**src/rtl/div_seq_pkg.sv**
```systemverilog
// -----------------------------------------------------------------------------
// div_seq_pkg
// Shared definitions for the sequential HI/LO divider.
//   DIV_WIDTH    default operand/result width
//   DIV_CNT_W    iteration counter width for the default width
//   div_state_e  sequencer states
// -----------------------------------------------------------------------------
package div_seq_pkg;

    localparam int DIV_WIDTH = 32;
    localparam int DIV_CNT_W = $clog2(DIV_WIDTH);

    typedef enum logic [1:0] {
        ST_IDLE  = 2'd0,
        ST_DZERO = 2'd1,
        ST_ON    = 2'd2,
        ST_END   = 2'd3
    } div_state_e;

endpackage : div_seq_pkg

```
**src/rtl/div_seq_step.sv**
```systemverilog
// -----------------------------------------------------------------------------
// div_step
// One restoring-division step, purely combinational.
//   rem_i  partial remainder so far (always < dvs_i)
//   bit_i  next dividend bit, MSB first
//   dvs_i  divisor magnitude (non-zero)
//   rem_o  new partial remainder
//   q_o    quotient bit produced by this step
// -----------------------------------------------------------------------------
module div_step
    import div_seq_pkg::*;
#(
    parameter int WIDTH = DIV_WIDTH
) (
    input  logic [WIDTH-1:0] rem_i,
    input  logic             bit_i,
    input  logic [WIDTH-1:0] dvs_i,
    output logic [WIDTH-1:0] rem_o,
    output logic             q_o
);

    logic [WIDTH:0]   shifted;
    logic [WIDTH-1:0] diff;

    always_comb begin
        shifted = {rem_i, bit_i};
        // The true difference is below 2^WIDTH whenever the subtraction is
        // taken, so a WIDTH-bit wraparound subtract is exact.
        diff    = shifted[WIDTH-1:0] - dvs_i;
        q_o     = shifted[WIDTH] | (shifted[WIDTH-1:0] >= dvs_i);
        rem_o   = q_o ? diff : shifted[WIDTH-1:0];
    end

endmodule : div_step

```
**src/rtl/div_seq.sv**
```systemverilog
// -----------------------------------------------------------------------------
// div_seq
// Multi-cycle DIV/DIVU sequencer producing one quotient bit per cycle.
//   clk       system clock, rising edge
//   rst       synchronous active-low reset
//   start_i   begin a divide (honoured only in IDLE)
//   signed_i  1 = signed (DIV), 0 = unsigned (DIVU); captured with start
//   annul_i   cancel an in-flight divide (ON or DZERO)
//   opa_i     dividend, captured with start
//   opb_i     divisor, captured with start
//   stall_o   hold the pipeline front-end and EX
//   ready_o   one-cycle pulse when hi_o/lo_o carry a new result
//   lo_o      quotient register
//   hi_o      remainder register
// -----------------------------------------------------------------------------
module div_seq
    import div_seq_pkg::*;
#(
    parameter int WIDTH = DIV_WIDTH
) (
    input  logic             clk,
    input  logic             rst,
    input  logic             start_i,
    input  logic             signed_i,
    input  logic             annul_i,
    input  logic [WIDTH-1:0] opa_i,
    input  logic [WIDTH-1:0] opb_i,
    output logic             stall_o,
    output logic             ready_o,
    output logic [WIDTH-1:0] lo_o,
    output logic [WIDTH-1:0] hi_o
);

    localparam int               CNT_W    = (WIDTH > 1) ? $clog2(WIDTH) : 1;
    localparam logic [CNT_W-1:0] CNT_LAST = CNT_W'(WIDTH - 1);

    div_state_e       state_q, state_d;
    logic [CNT_W-1:0] cnt_q,   cnt_d;
    logic [WIDTH-1:0] rem_q,   rem_d;    // partial remainder
    logic [WIDTH-1:0] quo_q,   quo_d;    // dividend bits shift out, quotient bits shift in
    logic [WIDTH-1:0] dvs_q,   dvs_d;    // divisor magnitude
    logic             q_neg_q, q_neg_d;  // negate quotient at the end
    logic             r_neg_q, r_neg_d;  // negate remainder at the end
    logic [WIDTH-1:0] lo_q,    lo_d;
    logic [WIDTH-1:0] hi_q,    hi_d;

    logic             a_neg, b_neg;
    logic [WIDTH-1:0] a_mag, b_mag;
    logic [WIDTH-1:0] step_rem;
    logic             step_q;
    logic [WIDTH-1:0] quo_next;

    div_step #(.WIDTH(WIDTH)) u_step (
        .rem_i (rem_q),
        .bit_i (quo_q[WIDTH-1]),
        .dvs_i (dvs_q),
        .rem_o (step_rem),
        .q_o   (step_q)
    );

    // Operand magnitudes and signs, taken straight from the ports at start.
    always_comb begin
        a_neg    = signed_i & opa_i[WIDTH-1];
        b_neg    = signed_i & opb_i[WIDTH-1];
        a_mag    = a_neg ? -opa_i : opa_i;
        b_mag    = b_neg ? -opb_i : opb_i;
        quo_next = {quo_q[WIDTH-2:0], step_q};
    end

    // NOTE: every signal assigned here gets its hold value first, so no path
    // through the case statement can leave one unassigned and infer a latch.
    always_comb begin
        state_d = state_q;
        cnt_d   = cnt_q;
        rem_d   = rem_q;
        quo_d   = quo_q;
        dvs_d   = dvs_q;
        q_neg_d = q_neg_q;
        r_neg_d = r_neg_q;
        lo_d    = lo_q;
        hi_d    = hi_q;

        unique case (state_q)
            ST_IDLE: begin
                if (start_i) begin
                    cnt_d   = '0;
                    rem_d   = '0;
                    quo_d   = a_mag;
                    dvs_d   = b_mag;
                    q_neg_d = a_neg ^ b_neg;
                    r_neg_d = a_neg;
                    state_d = (opb_i == '0) ? ST_DZERO : ST_ON;
                end
            end

            ST_DZERO: begin
                if (annul_i) begin
                    state_d = ST_IDLE;
                end else begin
                    lo_d    = '0;
                    hi_d    = '0;
                    state_d = ST_END;
                end
            end

            ST_ON: begin
                // Annul takes priority, including over the final step.
                if (annul_i) begin
                    state_d = ST_IDLE;
                end else begin
                    rem_d = step_rem;
                    quo_d = quo_next;
                    cnt_d = cnt_q + 1'b1;
                    if (cnt_q == CNT_LAST) begin
                        // Results land on the edge that enters END so they
                        // are valid in the same cycle as ready_o.
                        lo_d    = q_neg_q ? -quo_next : quo_next;
                        hi_d    = r_neg_q ? -step_rem : step_rem;
                        state_d = ST_END;
                    end
                end
            end

            ST_END: begin
                state_d = ST_IDLE;
            end

            default: begin
                state_d = ST_IDLE;
            end
        endcase
    end

    // NOTE: all state, datapath included, is reset so nothing is undefined
    // after reset; the cost is negligible for a handful of registers.
    // NOTE: non-blocking assignments only, so every register samples the
    // pre-edge values computed above regardless of statement order.
    always_ff @(posedge clk) begin
        if (!rst) begin
            state_q <= ST_IDLE;
            cnt_q   <= '0;
            rem_q   <= '0;
            quo_q   <= '0;
            dvs_q   <= '0;
            q_neg_q <= 1'b0;
            r_neg_q <= 1'b0;
            lo_q    <= '0;
            hi_q    <= '0;
        end else begin
            state_q <= state_d;
            cnt_q   <= cnt_d;
            rem_q   <= rem_d;
            quo_q   <= quo_d;
            dvs_q   <= dvs_d;
            q_neg_q <= q_neg_d;
            r_neg_q <= r_neg_d;
            lo_q    <= lo_d;
            hi_q    <= hi_d;
        end
    end

    // The start term is qualified by rst so a start held during reset does
    // not stall the pipeline; END drops stall so the instruction advances
    // together with ready_o.
    always_comb begin
        stall_o = ((state_q == ST_IDLE) && start_i && rst) ||
                  (state_q == ST_ON) || (state_q == ST_DZERO);
        ready_o = (state_q == ST_END);
        lo_o    = lo_q;
        hi_o    = hi_q;
    end

endmodule : div_seq

```
**config.mk**
```make
export PLATFORM = sky130hd
export DESIGN_NAME = div_seq
export DESIGN_NICKNAME = d
export VERILOG_FILES = /design/src/rtl/div_seq_pkg.sv /design/src/rtl/div_seq_step.sv /design/src/rtl/div_seq.sv
export SDC_FILE = /design/constraint.sdc
export NUM_CORES = 1
export LEC_CHECK = 0
export CORE_ASPECT_RATIO = 0.8
export CORE_MARGIN = 2
export CORE_UTILIZATION = 30
export CTS_CLUSTER_SIZE = 25
export DETAILED_ROUTE_END_ITERATION = 10
export SYNTH_ARGS = -nofsm -noshare
export SYNTH_HDL_FRONTEND = slang
export SYNTH_SLANG_ARGS = --single-unit
```
**constraint.sdc**
```tcl
create_clock -name clk -period 6.1 [get_ports clk]
set_input_delay 1.525 -clock clk [delete_from_list [all_inputs] [get_ports clk]]
set_output_delay 1.525 -clock clk [all_outputs]
set_load 0.01 [all_outputs]
```
==> impl_metrics.json, run 1 <==
{
  "netlist_area_um2": 11910,
  "start_kind": "flip-flop",
  "dieHeight_um": 182.2,
  "overflow": 0,
  "whs_path_depth": 2,
  "grt_pass1_vias": 10839,
  "grt_pass1_wl_mm": 61.42,
  "tightest_slew_ns": 1.220,
  "root_buffer": "clkbuf_16",
  "cp_slowest_stage_delay_ns": 0.55,
  "post_cts_buffers": 0,
  "grt_max_degree": 97,
  "postCtsResizedCells": 0,
  "status": "finished, final reports clean",
  "finalSetupViolCount": 0,
  "crit_buf_inv": 2,
  "holdWs_ns": 0.4455,
  "cts_tree": "yes",
  "combinationalPowerShare_pct": 43.5,
  "synthDistinctLibCells": 80,
  "reg2regPathDepth": 19,
  "synth_simple_gate_area_share_pct": 24.20,
  "synth_compound_area_share_pct": 26.55,
  "critPathCaptureType": "flip-flop",
  "post-route-period-util_pct": 85.41,
  "ys.flop_type": "dfxtp_1",
  "hold_start": "hi_o[17]",
  "fp.dieArea_um2": 41300,
  "muxShareOfSynthArea_pct": 1.534,
  "antenna_found_initial": 0,
  "dr.pass1.iters": 5,
  "dp_hpwl_mm": 30.45,
  "row_count": 65,
  "seq_power_share_pct": 30.3,
  "power_leakage_nw": 5.331,
  "gp_congestion": 0.9498,
  "yosys-top-cells-area": "dfxtp_1 28%, nor2_1 7.7%, a21oi_1 7.1%",
  "clk_path_buf_depth": 2,
  "fin_tns_setup_ns": 0,
  "ant_nets": 0,
  "total_power_mw": 4.397,
  "cts_made_buffers": 17,
  "via_count": 11908,
  "antenna_cells": 0,
  "coreArea_um2": 39280,
  "crit_type": "flip-flop to flip-flop",
  "drt-vias-per-instance": 5.314,
  "worst_clock_skew_ns": 0.008640,
  "cp.required_ns": 6.41,
  "power.switching_mw": 1.846,
  "synthAdderAreaFrac_pct": 4.687,
  "synthCells": 1630,
  "ff2ff_setup_slack_ns": 0.89,
  "ys_warn_count": 0,
  "yosys.area.top_type": "dfxtp_1",
  "synth_edf_count": 0,
  "critPathLaunch": "quo_q[31]",
  "track_usage_pct": 19.02,
  "yosysMostFrequentCell": "nor2_1",
  "hold_path_class": "flip-flop to flip-flop",
  "cp.arrival_ns": 5.52,
  "clock_latency_ns": 0.45,
  "first_iter_violations": 1203,
  "critPathMaxFanout": 11,
  "place_area_um2": 13610,
  "switching_share_pct": 41.99,
  "synth_top_family_by_area": "compound AO/OA/AOI/OAI gates",
  "fillCellCount": 4146,
  "hold_buffers": 0,
  "powerDensity_nw_per_um2": 309.1,
  "async_flop_share_pct": 0,
  "io_pins": 135,
  "synth_xor_area_share_pct": 9.417,
  "cts_max_level": 4,
  "syn_nets": 1743,
  "multi_input_area_um2": 7915,
  "clock.fmax_ghz": 0.1919,
  "power.internal_mw": 2.551,
  "max-cap-violations": 0,
  "rsz0062_at_grt": "false",
  "drive_gt1_share_pct": 4.282,
  "portBuffers": 134,
  "route.detailed.drc": 0,
  "cp.depth": 19,
  "slowest_stage": "or4_1",
  "cts.sinks": 169,
  "clock_power_share_pct": 26.2,
  "syn_area_per_cell_um2": 7.304,
  "finalHoldViolCount": 0,
  "r2r_start": "quo_q[31]",
  "drt_wl_total_mm": 39.38,
  "crit_chain": "inv_1 -> ha_1 -> fa_1 -> nand2b_1 -> a21boi_1 -> o21ai_1 -> a21oi_1 -> or2_2 -> nand2_1 -> o21ai_0 -> ha_1 -> inv_1 -> nor4b_4 -> o2111ai_1 -> a22o_1 -> or4_1 -> o31ai_2 -> xnor2_1 -> o21ai_1",
  "final-max-slew-violation-count": 0,
  "wire_per_inst_um": 17.57,
  "ir_worst_vdd_mv": 0.1860,
  "clkTransAtPathRegs_ns": 0.06,
  "synth_top_area_share_pct": 28.42,
  "register_area_um2": 3383,
  "rr_endpoint": "hi_o[26]",
  "nets": 1807,
  "syn_to_final_growth_pct": 19.49,
  "initial_core_util_pct": 30.31,
  "postLayoutCellArea_um2": 14220,
  "worstSetupEndpoint": "hi_o[26]",
  "min_period_ns": 5.210,
  "synthTopCellsByCount": "243 x nor2_1, 169 x dfxtp_1, 168 x a21oi_1, 157 x nand2_1, 80 x o21ai_0",
  "crit_family": "compound AO/OA/AOI/OAI gates",
  "ys_ff_latch": 169,
  "relSlewSlack_pct": 18.63,
  "die_w_um": 226.7,
  "synth-seq-area-share_pct": 28.42
}
worst min path at each step:
stage | end | slack, ns
floorplan | dvs_q[18] | 0.43
global placement | hi_o[17] | 0.44
detailed placement | hi_o[17] | 0.44
CTS | hi_o[17] | 0.45
global route | hi_o[31] | 0.47
finish | hi_o[17] | 0.45
per-layer routing:
| layer | part of all wire [%] | vias to the layer above | track usage (%) |
|---|---|---|---|
| met4 | 1.8 | 0 | 4.842 |
| met1 | 50 | 5537 | 27.91 |
| met2 | 42 | 407 | 27.71 |
| met3 | 6.8 | 50 | 4.331 |
| met5 | 0 | - | 0 |
| li1 | - | 5914 | - |
worst reg2reg max path, stage by stage, from the launching register on:
cell       delay (ns)
dfxtp_1          0.34
inv_1            0.07
ha_1             0.22
fa_1             0.42
nand2b_1         0.19
a21boi_1         0.37
o21ai_1          0.27
a21oi_1          0.29
or2_2            0.35
nand2_1          0.09
o21ai_0          0.14
ha_1             0.32
inv_1            0.18
nor4b_4          0.32
o2111ai_1        0.20
a22o_1           0.34
or4_1            0.55
o31ai_2          0.21
xnor2_1          0.14
o21ai_1          0.08
power by group through the flow:
stage / Combinational [mW] / Clock, mW / Sequential, mW
after global routing: 2.11 / 1.22 / 1.35
final: 1.91 / 1.15 / 1.33
after detailed placement: 1.86 / 0 / 1.35
after global placement: 1.85 / 0 / 1.35
after CTS: 1.87 / 1.18 / 1.33
after floorplan: 1.39 / 0 / 1.30
cell families (layout without fill, tap and decap cells):
kind of cell,Yosys count,count (layout)
AO/OA/AOI/OAI,495,495
XOR/XNOR,128,128
adder cells (fa/ha/maj),44,44
buffers and inverters,158,233
flip-flops,169,169
multiplexers,18,18
AND/OR/NAND/NOR,618,618
sequential cells by signal, summed over array words and instances (netlist names):
name     flops
quo_q       32
dvs_q       32
cnt_q        5
state_q      2
q_neg_q      1
hi_o        32
r_neg_q      1
lo_o        32
rem_q       32
per-stage QoR:
stage | worst slack (ns) | util [%] | std cells
5_1_grt | 0.5733 | 36.21 | 2241
3_5_place_dp | 1.038 | 34.65 | 2211
2_1_floorplan | 1.109 | - | 1630
6_report | 0.8902 | 36.21 | 2241
3_3_place_gp | 1.174 | 34.65 | 2211
4_1_cts | 1.020 | 36.21 | 2241
layout by cell type (no fill, tap or decap), types with 13 or more instances in the layout:
cell             count
nor2b_1             25
nor2_1             242
nand2_1            157
clkdlybuf4s50_1    134
mux2i_1             16
xnor2_1             77
a21o_1              14
xor2_1              51
a21oi_1            168
o21ai_0             80
and2_1              16
clkbuf_16           17
nand4_1             22
o211a_1             14
ha_1                42
or3_1               22
or4_1               13
a211oi_1            21
inv_1               56
o41ai_1             13
nand3_1             29
a22oi_1             54
o21ai_1             29
dfxtp_1            169
nor3_1              33
nor4_1              14
o31ai_1             18
cell type report:
type / instances / share of cell area, %
flip-flops and latches: 169 / 23.78
repair buffers: 145 / 10.01
multi-input cells: 1303 / 55.64
well taps: 536 / 4.715
clock buffers: 18 / 3.087
inverters: 58 / 1.530
clock inverters: 12 / 1.231
No activity file was read; power rests on OpenSTA's default activity.
==> run 2, diff against run 1 <==
--- a/config.mk
+++ b/config.mk
@@ -10,6 +10,7 @@
 export CORE_UTILIZATION = 30
 export CTS_CLUSTER_SIZE = 25
 export DETAILED_ROUTE_END_ITERATION = 10
+export SKIP_LAST_GASP = 1
 export SYNTH_ARGS = -nofsm -noshare
 export SYNTH_HDL_FRONTEND = slang
 export SYNTH_SLANG_ARGS = --single-unit
==> results of run 2 <==
No change in the layout: final DEF, timing and power equal those of run 1.
==> run 3, diff against run 2 <==
--- a/config.mk
+++ b/config.mk
@@ -13,4 +13,5 @@
 export SKIP_LAST_GASP = 1
 export SYNTH_ARGS = -nofsm -noshare
 export SYNTH_HDL_FRONTEND = slang
+export SYNTH_HIERARCHICAL = 1
 export SYNTH_SLANG_ARGS = --single-unit
==> impl_metrics.json, run 3 <==
{
  "synth_xor_area_share_pct": 10.21,
  "worst_clock_skew_ns": 0.01194,
  "max-cap-violations": 0,
  "dpl.cell_count": 2043,
  "fin_tns_setup_ns": 0,
  "dp_hpwl_mm": 28.37,
  "multi_input_area_um2": 7462,
  "critPathCaptureType": "flip-flop",
  "overflow": 0,
  "clock.fmax_ghz": 0.1838,
  "crit_type": "flip-flop to flip-flop",
  "synthAdderAreaFrac_pct": 4.891,
  "min_period_ns": 5.440,
  "power.switching_mw": 2.186,
  "register_area_um2": 3383,
  "seq_power_share_pct": 29.7,
  "postCtsResizedCells": 0,
  "final-max-slew-violation-count": 0,
  "hold_buffers": 0,
  "ys.flop_type": "dfxtp_1",
  "syn_to_final_growth_pct": 19.82,
  "synth_simple_gate_area_share_pct": 23.20,
  "die_w_um": 222.0,
  "tightest_slew_ns": 1.182,
  "yosys.area.top_type": "dfxtp_1",
  "post-route-period-util_pct": 89.19,
  "rsz0062_at_grt": "false",
  "status": "finished, final reports clean",
  "grt_pass1_wl_mm": 57.18,
  "synth_edf_count": 0,
  "synthTopCellsByCount": "169 x dfxtp_1, 154 x nand2_1, 146 x nor2_1, 144 x o21ai_0, 108 x a21oi_1",
  "synth_compound_area_share_pct": 25.30,
  "reg2regPathDepth": 16,
  "switching_share_pct": 46.62,
  "powerDensity_nw_per_um2": 343.1,
  "row_count": 63,
  "clk_path_buf_depth": 2,
  "nets": 1688,
  "wire_per_inst_um": 17.85,
  "yosys-top-cells-area": "dfxtp_1 30%, xor2_1 6.5%, o21ai_0 6.3%",
  "drt_wl_total_mm": 37.04,
  "route.detailed.drc": 0,
  "ant_nets": 0,
  "relSlewSlack_pct": 21.09,
  "finalSetupViolCount": 0,
  "synthDistinctLibCells": 72,
  "whs_path_depth": 1,
  "hold_path_class": "flip-flop to flip-flop",
  "dieHeight_um": 178.4,
  "combinationalPowerShare_pct": 47.1,
  "finalHoldViolCount": 0,
  "min_to": "cnt_q[3]",
  "clock_power_share_pct": 23.2,
  "antenna_found_initial": 0,
  "synth_top_family_by_area": "compound AO/OA/AOI/OAI gates",
  "place_area_um2": 13090,
  "first_iter_violations": 967,
  "cts_tree": "yes",
  "grt_pass1_vias": 9996,
  "final.setup.worst_slack_ns": 0.6595,
  "initial_core_util_pct": 30.60,
  "start_kind": "flip-flop",
  "async_flop_share_pct": 0,
  "coreArea_um2": 37280,
  "hold_start": "cnt_q[3]",
  "r2r_start": "quo_q[31]",
  "ys_ff_latch": 169,
  "synth-seq-area-share_pct": 29.65,
  "fillCellCount": 3932,
  "io_pins": 135,
  "postLayoutCellArea_um2": 13670,
  "antenna_cells": 0,
  "drt-vias-per-instance": 5.407,
  "power.internal_mw": 2.504,
  "ys_warn_count": 6,
  "total_power_mw": 4.690,
  "grt_max_degree": 88,
  "post_cts_buffers": 0,
  "syn_nets": 1609,
  "synthCells": 1496,
  "ff2ff_setup_slack_ns": 0.66,
  "drive_gt1_share_pct": 5.479,
  "synth_top_area_share_pct": 29.65,
  "dr.pass1.iters": 5,
  "fp.dieArea_um2": 39620,
  "cts.sinks": 169,
  "finalNonFillerCells": 2075,
  "netlist_area_um2": 11410,
  "cts_max_level": 4,
  "post-place-ws_ns": 0.8250,
  "ir_worst_vdd_mv": 0.2272,
  "cts_made_buffers": 17,
  "rr_endpoint": "hi_o[30]",
  "syn_area_per_cell_um2": 7.627,
  "clkTransAtPathRegs_ns": 0.07,
  "yosysMostFrequentCell": "dfxtp_1",
  "clock_latency_ns": 0.45,
  "muxShareOfSynthArea_pct": 1.766,
  "track_usage_pct": 18.30,
  "cp.arrival_ns": 5.75,
  "portBuffers": 134,
  "via_count": 11219,
  "power_leakage_nw": 5.258,
  "cp.required_ns": 6.41,
  "layout_common_cells": "169 x dfxtp_1, 154 x nand2_1, 146 x nor2_1",
  "gp_congestion": 0.9344,
  "critPathMaxFanout": 29,
  "root_buffer": "clkbuf_16",
  "layout_commonest_cell": "dfxtp_1"
}
==> run 3: changes by cell type after synthesis, sizes merged, moves of 12 or more <==
cell / change
nor2: -97
a21oi: -45
a22oi: -41
and3: +40
o21ai: +35
xor2: +34
xnor2: -29
nor2b: -15
buf: -12
nor4: +12
o211a: -12
==> run 3: worst max-delay path by stage <==
| stage | from | endpoint | slack [ns] | depth (start not counted) |
|---|---|---|---|---|
| after floorplan | quo_q[31] | hi_o[30] | 1.86 | 17 |
| after global placement | quo_q[31] | hi_o[25] | 0.83 | 16 |
| after detailed placement | quo_q[31] | hi_o[28] | 0.83 | 16 |
| after CTS | quo_q[31] | hi_o[30] | 0.69 | 16 |
| after global routing | quo_q[31] | hi_o[30] | 0.14 | 16 |
| final | quo_q[31] | hi_o[30] | 0.66 | 16 |
==> run 3: metal layers <==
layer,share of wire (%),GRT usage (%),vias to the layer above
met5,0,0,-
met2,39,25.21,322
met3,6.2,2.981,24
met1,53,28.97,5314
li1,-,-,5559
met4,1.1,3.885,0
==> run 3: kinds of logic after synthesis <==
group                    Yosys count
AND/OR/NAND/NOR                  538
AO/OA/AOI/OAI                    453
flip-flops                       169
buffers and inverters            140
XOR/XNOR                         133
adder cells (fa/ha/maj)           44
multiplexers                      19
==> run 3: area by class of cell <==
cell class,count,share of cell area (%)
tap,487,4.457
clock inverter,14,1.144
sequential,169,24.75
timing repair buffer,145,10.42
clock buffer,18,3.139
inverter,55,1.510
multi-input combinational,1187,54.59
==> run 3: metrics by stage <==
step | hold slack, ns | util [%]
final | 0.4565 | 36.67
after global routing | 0.4644 | 36.67
after CTS | 0.4534 | 36.67
after detailed placement | 0.4432 | 35.10
after global placement | 0.4295 | 35.10
after floorplan | 0.4147 | -
==> run 3: critical path, stage by stage, from the launching register on <==
cell and delay (ns):
dfxtp_1 0.35, inv_1 0.05, ha_1 0.21, fa_1 0.41, nand2b_1 0.18, a21oi_1 0.22
o21ai_0 0.19, a2111oi_2 0.32, nor3b_1 0.13, o31ai_4 0.77, buf_4 0.48, mux2_2 0.45
nor4_1 0.34, nand4_1 0.36, o41ai_1 0.53, xor2_1 0.20, o21ai_0 0.08
==> run 3: power groups by stage <==
stage               Combinational, mW  Sequential, mW  Clock (mW)
detailed placement               2.17            1.41           0
finish                           2.21            1.39        1.09
global placement                 2.15            1.40           0
floorplan                        1.60            1.34           0
CTS                              2.18            1.39        1.11
global route                     2.43            1.41        1.15
==> patch (flow settings as in run 3) <==
Set the package constant `DIV_WIDTH` to 16 (it was 32).
--- a/src/rtl/div_seq_pkg.sv
+++ b/src/rtl/div_seq_pkg.sv
@@ -7,7 +7,7 @@
 // -----------------------------------------------------------------------------
 package div_seq_pkg;
 
-    localparam int DIV_WIDTH = 32;
+    localparam int DIV_WIDTH = 16;
     localparam int DIV_CNT_W = $clog2(DIV_WIDTH);
 
     typedef enum logic [1:0] {
Ports: changed (resized hi_o, lo_o, opa_i and opb_i); port bits go from 135 to 71. No check against the original RTL was run, so the function may have changed too.
==> patch against run 3 <==
  * Total power shrank 50%
  * Final cell count shrank 50%
  * Area after synthesis shrank 48%
  * Combinational power shrank 52%
  * Critical endpoint is now stall_o
  * Routed wire length shrank 57%
  * Design area shrank 48%
  * Register-to-register slack gained 1.1 ns
  * Clock power shrank 49%
  * Highest routed layer unchanged
  * Setup slack gained 0.99 ns
  * Sequential cell count shrank 81
  * Largest cell class unchanged
  * Sequential share of layout area is essentially flat
  * Largest power group unchanged
==> patch: results (changes against run 3) <==
- Run status: complete, no violations
- Register area share after synthesis: 0.297 (+0.000335)
- Worst hold start: hi_o[13]
- Placed inst area: 6830 um2 (-48%)
- Vias in the first global route: 4712 (-53%)
- Layout fillers: 2014 (-49%)
- Detailed placement HPWL: 12000 um (-58%)
- Tot GR Track Use: 0.154 (-0.0289)
- DR vias/cell: 5.09 (-5.9%)
- Worst Skew: 0.00746 ns (-0.00448 ns)
- Fraction of registers with async set/reset: 0 (unchanged)
- Rel. slew slack: 0.266 (+0.0555)
- GP Congestion: 0.867 (-7.2%)
- Largest net degree at the start of global routing: 72 (-18%)
- Maximum fanout along the worst path: 4 (-86%)
- First-pass GRT wire length: 25700 um (-55%)
- WS Path Type: input pin to output port
- Synth warnings: 6 (unchanged)
- Diodes inserted: 0 (unchanged)
- Static Leak: 2.69 nW (-49%)
- Num CTS Buffers: 9 (-8)
- Commonest cells in the netlist: 93 x nand2_1, 88 x dfxtp_1, 53 x o21ai_0, 43 x nand3_1, 37 x inv_1
- DR pass1 iterations: 5 (unchanged)
- Synth area leaders: dfxtp_1 30%, nand2_1 5.9%, ha_1 5.5%
- Clock-pin transition on the worst setup and hold timing paths: 0.07 ns (about the same)
- CP startpoint: start_i
- Post-Syn Nets: 800 (-50%)
- Post-CTS setup buffer count: 0 (unchanged)
- Congestion Overflow GR: 0 (unchanged)
- Detailed Route Iter0 Violations: 345 (-64%)
- Cts repair resizes: 0 (unchanged)
- Worst-Skew Late Latency: 0.36 ns (-0.09 ns)
- Post-synth cell types: 70 (-2.8%)
- Worst EP arrival: 2.93 ns (-2.82 ns)
- Initial antenna violation count: 0 (unchanged)
- Main synth FF type: dfxtp_1
- Layout cells sized above 1: 0.0660 (+0.0112)
- Placed insts: 1030 (-50%)
- Max clock buf depth: 2 (unchanged)
- FF-to-FF Start: quo_q[15]
- H-tree lvl count: 3 (-1)
- I/O Buffers: 70 (-48%)
- Root Buffer: clkbuf_16
- Mean Syn Cell Area: 8.06 um2 (+5.7%)
- Worst Hold Class: flop to flop
- Routed WL per cell: 15.2 um (-15%)
- Layout Nets: 847 (-50%)
- Peak supply drop: 0.189 mV (-17%)
- Final WL: 15900 um (-57%)
[patch: per-layer routing]
metal | up-vias | global-route usage | wire length, um
li1 | 2725 | - | -
met1 | 2471 | 0.250 | 9330
met2 | 113 | 0.198 | 5660
met3 | 14 | 0.0312 | 730
met4 | 0 | 0.0404 | 176
met5 | - | 0 | 0
[patch: cell type report]
cell class / instances / area [um2] / share of cell area
Clock inverter: 7 / 73.8 / 0.0104
Tap cell: 258 / 323 / 0.0453
Clock buffer: 9 / 225 / 0.0316
Multi-Input combinational cell: 572 / 3880 / 0.544
Inverter: 37 / 139 / 0.0195
Sequential cell: 88 / 1760 / 0.247
Timing Repair Buffer: 75 / 733 / 0.103
[patch: critical path, stage by stage]
cell             delay, ns
clkdlybuf4s50_1       0.45
and2_1                0.19
a211o_1               0.28
clkdlybuf4s50_1       0.48
[patch: metrics by stage]
stage	hold slack, ns	power, mW	worst slack (ns)
floorplan	0.434	1.51	2.39
global placement	0.436	1.76	1.66
detailed placement	0.445	1.77	1.65
CTS	0.462	2.34	1.64
global route	0.489	2.49	1.44
finish	0.454	2.33	1.64
[patch: power by group]
| part | switching [mW] | internal [mW] | leakage (nW) |
|---|---|---|---|
| Sequential | 0.0729 | 0.636 | 0.715 |
| Combinational | 0.635 | 0.429 | 1.83 |
| Clock | 0.269 | 0.290 | 0.147 |
| Total | 0.977 | 1.35 | 2.69 |
[patch: worst paths after layout]
| kind | cells past startpoint | slack, ns | to |
|---|---|---|---|
| setup reg to reg | 14 | 1.73 | hi_o[14] |
| hold reg to reg | 2 | 0.45 | hi_o[13] |
| hold / removal | 2 | 0.45 | hi_o[13] |
| setup / recovery | 4 | 1.64 | stall_o |
[patch: kinds of logic (layout without fill, tap and decap cells)]
group | Yosys count | after routing | share of synthesized area
adders and majority gates | 27 | 27 | 0.0582
and+or+nand+nor | 258 | 258 | 0.219
buffers and inverters | 76 | 128 | 0.0523
AOI/OAI and AO/OA | 202 | 202 | 0.238
xor gates and xnor gates | 65 | 65 | 0.0959
DFF | 88 | 88 | 0.297
muxes | 20 | 20 | 0.0403
